<file path="src/rtl/sipo_pkg.sv">
// Shared types and sizing for the serial-to-parallel deserializer.
// Optional feature macro: PARITY_CHECK_EN (adds an even-parity bit per frame).
package sipo_pkg;

    localparam int DATA_W = 8;
    localparam int CNT_W  = 4;

`ifdef PARITY_CHECK_EN
    localparam int FRAME_BITS = DATA_W + 1;

    typedef enum logic [1:0] {
        IDLE   = 2'd0,
        SHIFT  = 2'd1,
        PARITY = 2'd2
    } state_t;
`else
    localparam int FRAME_BITS = DATA_W;

    typedef enum logic [1:0] {
        IDLE  = 2'd0,
        SHIFT = 2'd1
    } state_t;
`endif

endpackage

</file>
<file path="src/rtl/sipo_deserializer_out_reg.sv">
// Output holding register for the deserializer: keeps the delivered word
// stable until the consumer takes it, and flags words lost to a full holder.
module sipo_out_reg
    import sipo_pkg::*;
(
    input  logic              clk,
    input  logic              rst,
    input  logic              word_done,
    input  logic [DATA_W-1:0] word_in,
    input  logic              word_perr,
    input  logic              out_ready,
    input  logic              overrun_clr,
    output logic [DATA_W-1:0] parallel_out,
    output logic              out_valid,
    output logic              overrun,
    output logic              parity_err
);

    logic load_word;
    logic drop_word;

    // A finished word goes in if the holder is empty or emptying this cycle;
    // otherwise it is lost and the overrun flag records that.
    always_comb begin
        load_word = word_done && (!out_valid || out_ready);
        drop_word = word_done && out_valid && !out_ready;
    end

    // Holding register and valid flag; a handshake without a new word empties it.
    always_ff @(posedge clk or negedge rst) begin
        if (!rst) begin
            parallel_out <= '0;
            parity_err   <= 1'b0;
            out_valid    <= 1'b0;
        end else if (load_word) begin
            parallel_out <= word_in;
            parity_err   <= word_perr;
            out_valid    <= 1'b1;
        end else if (out_valid && out_ready) begin
            out_valid    <= 1'b0;
        end
    end

    // Sticky overrun flag; a drop in the same cycle as a clear keeps it set.
    always_ff @(posedge clk or negedge rst) begin
        if (!rst) begin
            overrun <= 1'b0;
        end else if (drop_word) begin
            overrun <= 1'b1;
        end else if (overrun_clr) begin
            overrun <= 1'b0;
        end
    end

endmodule

</file>
<file path="src/rtl/sipo_deserializer.sv">
// Serial-to-parallel deserializer, MSB first, with a valid/ready output holder.
// Optional feature macro: PARITY_CHECK_EN (9-bit frames, even parity checked).
module sipo_deserializer
    import sipo_pkg::*;
(
    input  logic              clk,
    input  logic              rst,
    input  logic              serial_in,
    input  logic              serial_valid,
    input  logic              frame_abort,
    output logic [DATA_W-1:0] parallel_out,
    output logic              out_valid,
    input  logic              out_ready,
    output logic              overrun,
    input  logic              overrun_clr,
    output logic              busy,
    output logic              parity_err
);

    state_t            state;
    state_t            state_next;
    logic [DATA_W-1:0] shift_reg;
    logic [DATA_W-1:0] shift_next;
    logic [CNT_W-1:0]  bit_cnt;
    logic [CNT_W-1:0]  cnt_next;
    logic              word_done;
    logic [DATA_W-1:0] word;
    logic              word_perr;

    // Frame state, shift register and bit counter.
    always_ff @(posedge clk or negedge rst) begin
        if (!rst) begin
            state     <= IDLE;
            shift_reg <= '0;
            bit_cnt   <= '0;
        end else begin
            state     <= state_next;
            shift_reg <= shift_next;
            bit_cnt   <= cnt_next;
        end
    end

    // Next-state logic: abort wins over a bit strobe, and the completing bit
    // returns to IDLE so the very next strobe begins a fresh frame.
    always_comb begin
        state_next = state;
        shift_next = shift_reg;
        cnt_next   = bit_cnt;
        word_done  = 1'b0;
        word_perr  = 1'b0;
`ifdef PARITY_CHECK_EN
        word       = shift_reg;
`else
        word       = {shift_reg[DATA_W-2:0], serial_in};
`endif
        if (frame_abort) begin
            state_next = IDLE;
            shift_next = '0;
            cnt_next   = '0;
        end else if (serial_valid) begin
            case (state)
                IDLE: begin
                    shift_next = {shift_reg[DATA_W-2:0], serial_in};
                    cnt_next   = CNT_W'(1);
                    state_next = SHIFT;
                end
                SHIFT: begin
                    shift_next = {shift_reg[DATA_W-2:0], serial_in};
                    cnt_next   = bit_cnt + CNT_W'(1);
                    if (bit_cnt == CNT_W'(DATA_W - 1)) begin
`ifdef PARITY_CHECK_EN
                        state_next = PARITY;
`else
                        word_done  = 1'b1;
                        state_next = IDLE;
                        shift_next = '0;
                        cnt_next   = '0;
`endif
                    end
                end
`ifdef PARITY_CHECK_EN
                PARITY: begin
                    word_perr  = (^shift_reg) ^ serial_in;
                    word_done  = 1'b1;
                    state_next = IDLE;
                    shift_next = '0;
                    cnt_next   = '0;
                end
`endif
                default: begin
                    state_next = IDLE;
                    shift_next = '0;
                    cnt_next   = '0;
                end
            endcase
        end
    end

    // A partially received frame is anything other than IDLE.
    always_comb begin
        busy = (state != IDLE);
    end

    sipo_out_reg u_out_reg (
        .clk          (clk),
        .rst          (rst),
        .word_done    (word_done),
        .word_in      (word),
        .word_perr    (word_perr),
        .out_ready    (out_ready),
        .overrun_clr  (overrun_clr),
        .parallel_out (parallel_out),
        .out_valid    (out_valid),
        .overrun      (overrun),
        .parity_err   (parity_err)
    );

endmodule

</file>
<file path="config.mk">
export PLATFORM = sky130hd
export DESIGN_NAME = sipo_deserializer
export DESIGN_NICKNAME = d
export VERILOG_FILES = /design/src/rtl/sipo_pkg.sv /design/src/rtl/sipo_deserializer_out_reg.sv /design/src/rtl/sipo_deserializer.sv
export SDC_FILE = /design/constraint.sdc
export NUM_CORES = 1
export LEC_CHECK = 0
export ABC_CLOCK_PERIOD_IN_PS = 2029
export CAP_MARGIN = 20
export CORE_ASPECT_RATIO = 1.4
export CORE_MARGIN = 2
export CORE_UTILIZATION = 40
export CTS_CLUSTER_DIAMETER = 60
export DETAILED_ROUTE_END_ITERATION = 8
export SYNTH_ARGS = -nofsm -noshare
export SYNTH_HDL_FRONTEND = slang
export SYNTH_HIERARCHICAL = 1
export SYNTH_SLANG_ARGS = --single-unit
export TNS_END_PERCENT = 5
</file>
<file path="constraint.sdc">
create_clock -name clk -period 2.03 [get_ports clk]
set_clock_uncertainty 0.15 [all_clocks]
set_input_delay 0.203 -clock clk [delete_from_list [all_inputs] [get_ports clk]]
set_output_delay 0.203 -clock clk [all_outputs]
set_load 0.01 [all_outputs]
</file>
==> impl_results.md, run 1 <==
- Post-CTS Setup Bufs: 0
- Clk slew on worst S/H paths: 130 ps
- Crit share post-route: 83.8%
- # hold bufs at CTS: 0
- GRT Util Overall: 13.1%
- Placeable Area: 2340 um2
- Power Total: 736 uW
- Minimum clock period: 1700 ps
- Pleak: 0.000577 uW
- Total iterations of the first detailed-routing run: 2
- # nets final: 103
- GRT Residual Overflow: 0
- WL/cell: 13.8 um
- Critical path required time: 2080 ps
- Width of the die: 45.3 um
- Vias in the first global route: 614
- Highest clock rate: 0.588 GHz
- Die Y: 61.8 um
- Crit path kind: register to register
- Synth Flop Type: dfrtp_1
- DP Worst Slack: 134 ps
- Fin. Hold Viols: 0
- Final hold slack: 77.2 ps
- Fin. max-slew vios: 0
- Area grow syn2layout: 25.9%
- Largest net degree at the start of global routing: 24
- Critical path arrival: 1750 ps
- Final setup margin: 329 ps
- Drt drc: 0
- Crit end category: register
- Final WL: 1620 um
- DR vias/cell: 5.27
- Crit start category: register
- Setup TNS: 0 ps
- Buffers added on ports: 18
- CP max FO: 9
- FF+latch count, synth: 23
- Num rows: 21
- Max_cap viols: 0
- Synth Instances: 70
- Run status: completed
- Final core utilization: 51.5%
- R2R Path End: u_out_reg/parity_err
- Post-synth EDFFs: 0
- Layout cell share with drive strength beyond 1: 21.3%
- Iter 0 DRT Violations: 14
- HPWL Detailed: 1140 um
- Maximum VDD drop: 0.366 mV
- Avg Inst Size Synth: 13.7 um2
- Largest register FFs: 8
- Syn Nets: 78
- RR Startpoint: bit_cnt[0]
- Starting density of the core: 40.9%
- Power density cells: 611 nW/um2
- TritonCTS buffer count: 3
- CTS Buffer Depth: 2
- Worst r2r path cells: 5
- DR vias: 617
- Clock sinks: 23
- Resized cells post-CTS: 0
- R2R setup slack: 330 ps
- CTS tree: yes
- ANT cells: 0
- Async S/R FF share, synth: 100%
- Die area: 2800 um2
- Placer Congestion: 0.690
- Top-Level Pins: 19
- Root buffer cell: clkbuf_4
- Clk_lat worst skew: 310 ps
- Synth cell types: 24
- Post-DRT Antenna Nets: 0
- First-pass GRT wire length: 2670 um
- Register area share after synthesis: 60.2%
- Hold WC Path Type: input pin to async pin
- Area of the mapped netlist: 956 um2
- Synth warn: 6
- Initial antenna violation count: 0
- Setup violations, final: 0
- CTS H-tree depth: 1
- RSZ-0062 raised after global routing: no
[cell type report]
cell class / count / area, um2
clock buffers: 3 / 22.5
clock inverters: 1 / 5.00
fillers: 207 / 1130
inverters: 2 / 7.51
multi-input cells: 44 / 362
flip-flops and latches: 23 / 576
well taps: 23 / 28.8
repair buffers: 21 / 203
[synth_stat cells, types with 2 or more instances]
master	number	area (um2)
nor2_1	2	7.51
inv_1	2	7.51
dfrtp_1	23	576
a21oi_1	2	10.0
nand3_1	3	15.0
mux2_2	9	101
nand2_1	2	7.51
a22o_1	8	70.1
nand2b_1	4	25.0
[routing by layer]
layer | track usage (%) | vias up | wire length (um)
met5 | 0 | - | 0
met4 | 6.30 | 0 | 12
met3 | 2.60 | 2 | 62
met2 | 21.0 | 12 | 770
met1 | 17.0 | 305 | 773
li1 | - | 298 | -
[worst max-delay path: stages, from the launching register on]
cell	delay, ps
dfrtp_1	420
ha_1	220
nand4b_1	140
nor2_1	220
nand2_4	150
mux2_2	300
[kinds of logic (layout without fill, tap and decap cells)]
group                    Yosys count  after routing  share of synthesized area (%)
adder cells (fa/ha/maj)            1              1                           1.31
AND/OR/NAND/NOR                   19             19                           14.5
AO/OA/AOI/OAI                     14             14                           11.0
buffers and inverters              3             27                           1.96
multiplexers                       9              9                           10.6
flip-flops                        23             23                           60.2
other                              1              1                          0.392
[power breakdown]
group	leakage (uW)	internal, uW	switching (uW)
sequential	0.000317	465	7.53
clock	0.0000177	73.4	134
combinational	0.000243	29.4	25.9
total	0.000577	568	168
[through the flow]
stage	std cells	area [um2]
after floorplan	70	956
after global placement	113	1180
after detailed placement	113	1180
after CTS	117	1200
after global routing	117	1200
final	117	1200
[how the worst max path moves through the flow]
stage               depth (start not counted)                   endpoint  slack (ps)   startpoint
detailed placement                          5  u_out_reg/parallel_out[6]         130  frame_abort
global route                                5  u_out_reg/parallel_out[7]         170   bit_cnt[0]
finish                                      5       u_out_reg/parity_err         330   bit_cnt[0]
floorplan                                   5  u_out_reg/parallel_out[0]         500   bit_cnt[0]
CTS                                         5  u_out_reg/parallel_out[6]         300   bit_cnt[0]
global placement                            5  u_out_reg/parallel_out[1]         160  frame_abort
[layout by cell type (no fill, tap or decap), types with 3 or more instances in the layout]
cell type,Yosys,routed
dfrtp_1,23,23
clkdlybuf4s50_1,0,18
mux2_2,9,9
a22o_1,8,8
nand2b_1,4,4
nand3_1,3,3
clkbuf_4,0,3
buf_4,0,3
Note: power is estimated with default switching activity, not from simulation.
==> run 2, diff against run 1 <==
ABC_CLOCK_PERIOD_IN_PS = 1500   (was 2029)
PLACE_DENSITY = 0.67   (was default)
clock period = 1.5 ns   (was 2.03 ns; I/O delays follow)
==> run 2 against run 1 <==
Compared with the run above: the run now ends with negative setup slack left; clock power is 28% higher; non-clock buffer count is 7 higher; critical path depth unchanged; cell count rose by 6.0%; register-to-register slack worse by 370 ps; sequential power up 34%; maximum frequency rose by 10%; via count increased by 4.4%; critical endpoint is now u_out_reg/parallel_out[2]; largest cell class unchanged; highest routed layer unchanged.
==> impl_results.md, run 2 (synthesis results as in run 1) <==
- Crit start category: register
- Layout cell share with drive strength beyond 1: 29.7% (+8.4 points)
- Largest net degree at the start of global routing: 24 (unchanged)
- Slowest-stage cell, CP: dfrtp_1
- Crit end category: register
- Placeable Area: 2340 um2 (unchanged)
- HPWL Detailed: 1190 um (+3.9%)
- Filler instances: 217 (+4.8%)
- Max_cap viols: 0 (unchanged)
- Hold WC Path Type: input pin to async pin
- Starting density of the core: 40.9% (unchanged)
- Iter 0 DRT Violations: 1 (-13)
- Vias in the first global route: 637 (+3.7%)
- GRT Util Overall: 13.2% (about the same)
- Most frequent cells in the layout: dfrtp_1, dlygate4sd2_1, buf_4
- Pleak: 0.000692 uW (+20%)
- WL/cell: 12.7 um (-8.1%)
- ANT cells: 0 (unchanged)
- DR vias: 644 (+4.4%)
- Power density cells: 789 nW/um2 (+29%)
- Highest clock rate: 0.648 GHz (+10%)
- Critical path arrival: 1580 ps (-170 ps)
- Largest register FFs: 8 (unchanged)
- Width of the die: 45.3 um (unchanged)
- Design area: 1260 um2 (+4.4%)
- CTS Buffer Depth: 2 (unchanged)
- # nets final: 110 (+6.8%)
- RR Startpoint: bit_cnt[1]
- Crit path kind: register to register
- Buffers added on ports: 18 (unchanged)
- Clk slew on worst S/H paths: 120 ps (about the same)
- Critical path required time: 1540 ps (-540 ps)
- Fin. max-slew vios: 0 (unchanged)
- Layout Cells excl Fill: 124 (+6.0%)
- Area grow syn2layout: 31.4%
- Initial antenna violation count: 0 (unchanged)
- Root buffer cell: clkbuf_4
- Die Y: 61.8 um (unchanged)
- Placer Congestion: 0.789 (+14%)
- Maximum VDD drop: 0.523 mV (+43%)
- Top-Level Pins: 19 (unchanged)
- Final setup margin: -44.3 ps (-373 ps)
- Die area: 2800 um2 (unchanged)
- Drt drc: 0 (unchanged)
- Failing checks: negative setup slack
- # hold bufs at CTS: 0 (unchanged)
- TritonCTS buffer count: 3 (unchanged)
- Post-DRT Antenna Nets: 0 (unchanged)
- CP max FO: 9 (unchanged)
- Crit path largest cell delay: 380 ps (-40 ps)
- Num rows: 21 (unchanged)
- Final WL: 1580 um (-2.6%)
- First-pass GRT wire length: 2730 um (+2.3%)
- CTS H-tree depth: 1 (unchanged)
- R2R Path End: u_out_reg/parallel_out[2]
- Minimum clock period: 1540 ps (-157 ps)
- GRT Residual Overflow: 0 (unchanged)
- Post-CTS Setup Bufs: 0 (unchanged)
- Most common cell after layout, fill and taps aside: dfrtp_1
- RSZ-0062 raised after global routing: yes
- R2R setup slack: -40 ps (-370 ps)
- Clock sinks: 23 (unchanged)
- Run status: finished with violations
- Fin. Hold Viols: 0 (unchanged)
- Worst r2r path cells: 5 (unchanged)
- Setup violations, final: 9 (+9)
- Area after DPL: 1230 um2 (+4.7%)
- Crit share post-route: 103% (+19 points)
- DR vias/cell: 5.19 (-1.5%)
- CP Cell Sequence: ha_2, nand4b_1, nor2_2, nand2_4, mux2_2
- Total iterations of the first detailed-routing run: 3 (+1)
- Clk_lat worst skew: 300 ps (about the same)
- Final core utilization: 53.7% (+2.2 points)
- CTS tree: yes
- Dpl cells: 120 (+6.2%)
[run 2: cell count changes in the layout (fill, tap and decap cells not counted)]
cell and delta:
ha_2 +1, nor2_2 +2, buf_4 +7, ha_1 -1, dlygate4sd2_1 +10, nor2_1 -2
dlymetal6s2s_1 +2, clkdlybuf4s50_1 -12
[run 2: layer usage]
layer  wire, um  share of wire, %  GRT usage (%)
met4          8              0.51           3.78
met3         46               2.9           1.73
met5          0                 0              0
met1        744                47           17.7
met2        776                49           22.2
[run 2: cell type report]
cell class                      count  area (um2)  area share [%]
Tap cell                           23        28.8            2.29
Multi-Input combinational cell     44         369            29.4
Inverter                            2        7.51           0.598
Clock buffer                        3        22.5            1.79
Sequential cell                    23         576            45.8
Clock inverter                      1        5.00           0.398
Timing Repair Buffer               28         248            19.7
[run 2: worst max-delay path, delay by kind of cell (launching register included)]
family / cells / cell delay (ps)
fa+ha+maj: 1 / 180
flops: 1 / 380
mux: 1 / 290
simple gates: 3 / 430
[run 2: how the worst max path moves through the flow]
stage                                      endpoint  slack, ps    startpoint  depth (start not counted)
after floorplan           u_out_reg/parallel_out[0]          6    bit_cnt[0]                          5
after global placement                 shift_reg[3]       -170  serial_valid                          4
after detailed placement               shift_reg[1]       -190  serial_valid                          4
after CTS                 u_out_reg/parallel_out[2]        -50    bit_cnt[1]                          5
after global routing      u_out_reg/parallel_out[5]       -160    bit_cnt[1]                          5
final                     u_out_reg/parallel_out[2]        -40    bit_cnt[1]                          5
[run 2: stage by stage]
stage / hold WS (ps) / setup TNS, ps / total power (uW) / setup slack [ps]
floorplan: -296 / 0 / 679 / 6.13
global placement: 342 / -2760 / 737 / -170
detailed placement: 343 / -3050 / 740 / -193
CTS: 50.5 / -383 / 1000 / -49.1
global route: 62.4 / -1360 / 1030 / -159
finish: 38.7 / -303 / 992 / -44.3
[run 2: power by group]
part,internal [uW],total (uW),switching (uW),leakage (uW)
sequential,630,636,6.24,0.000317
combinational,46.7,88.7,42.0,0.000358
clock,99.2,267,168,0.0000177
[run 2: repair_timing]
| action | in CTS | in global routing |
|---|---|---|
| pin swaps | 0 | 1 |
| resized for setup | 11 | 3 |
| hold endpoints to repair | 0 | 0 |
| endpoints found under the setup margin | 19 | 13 |
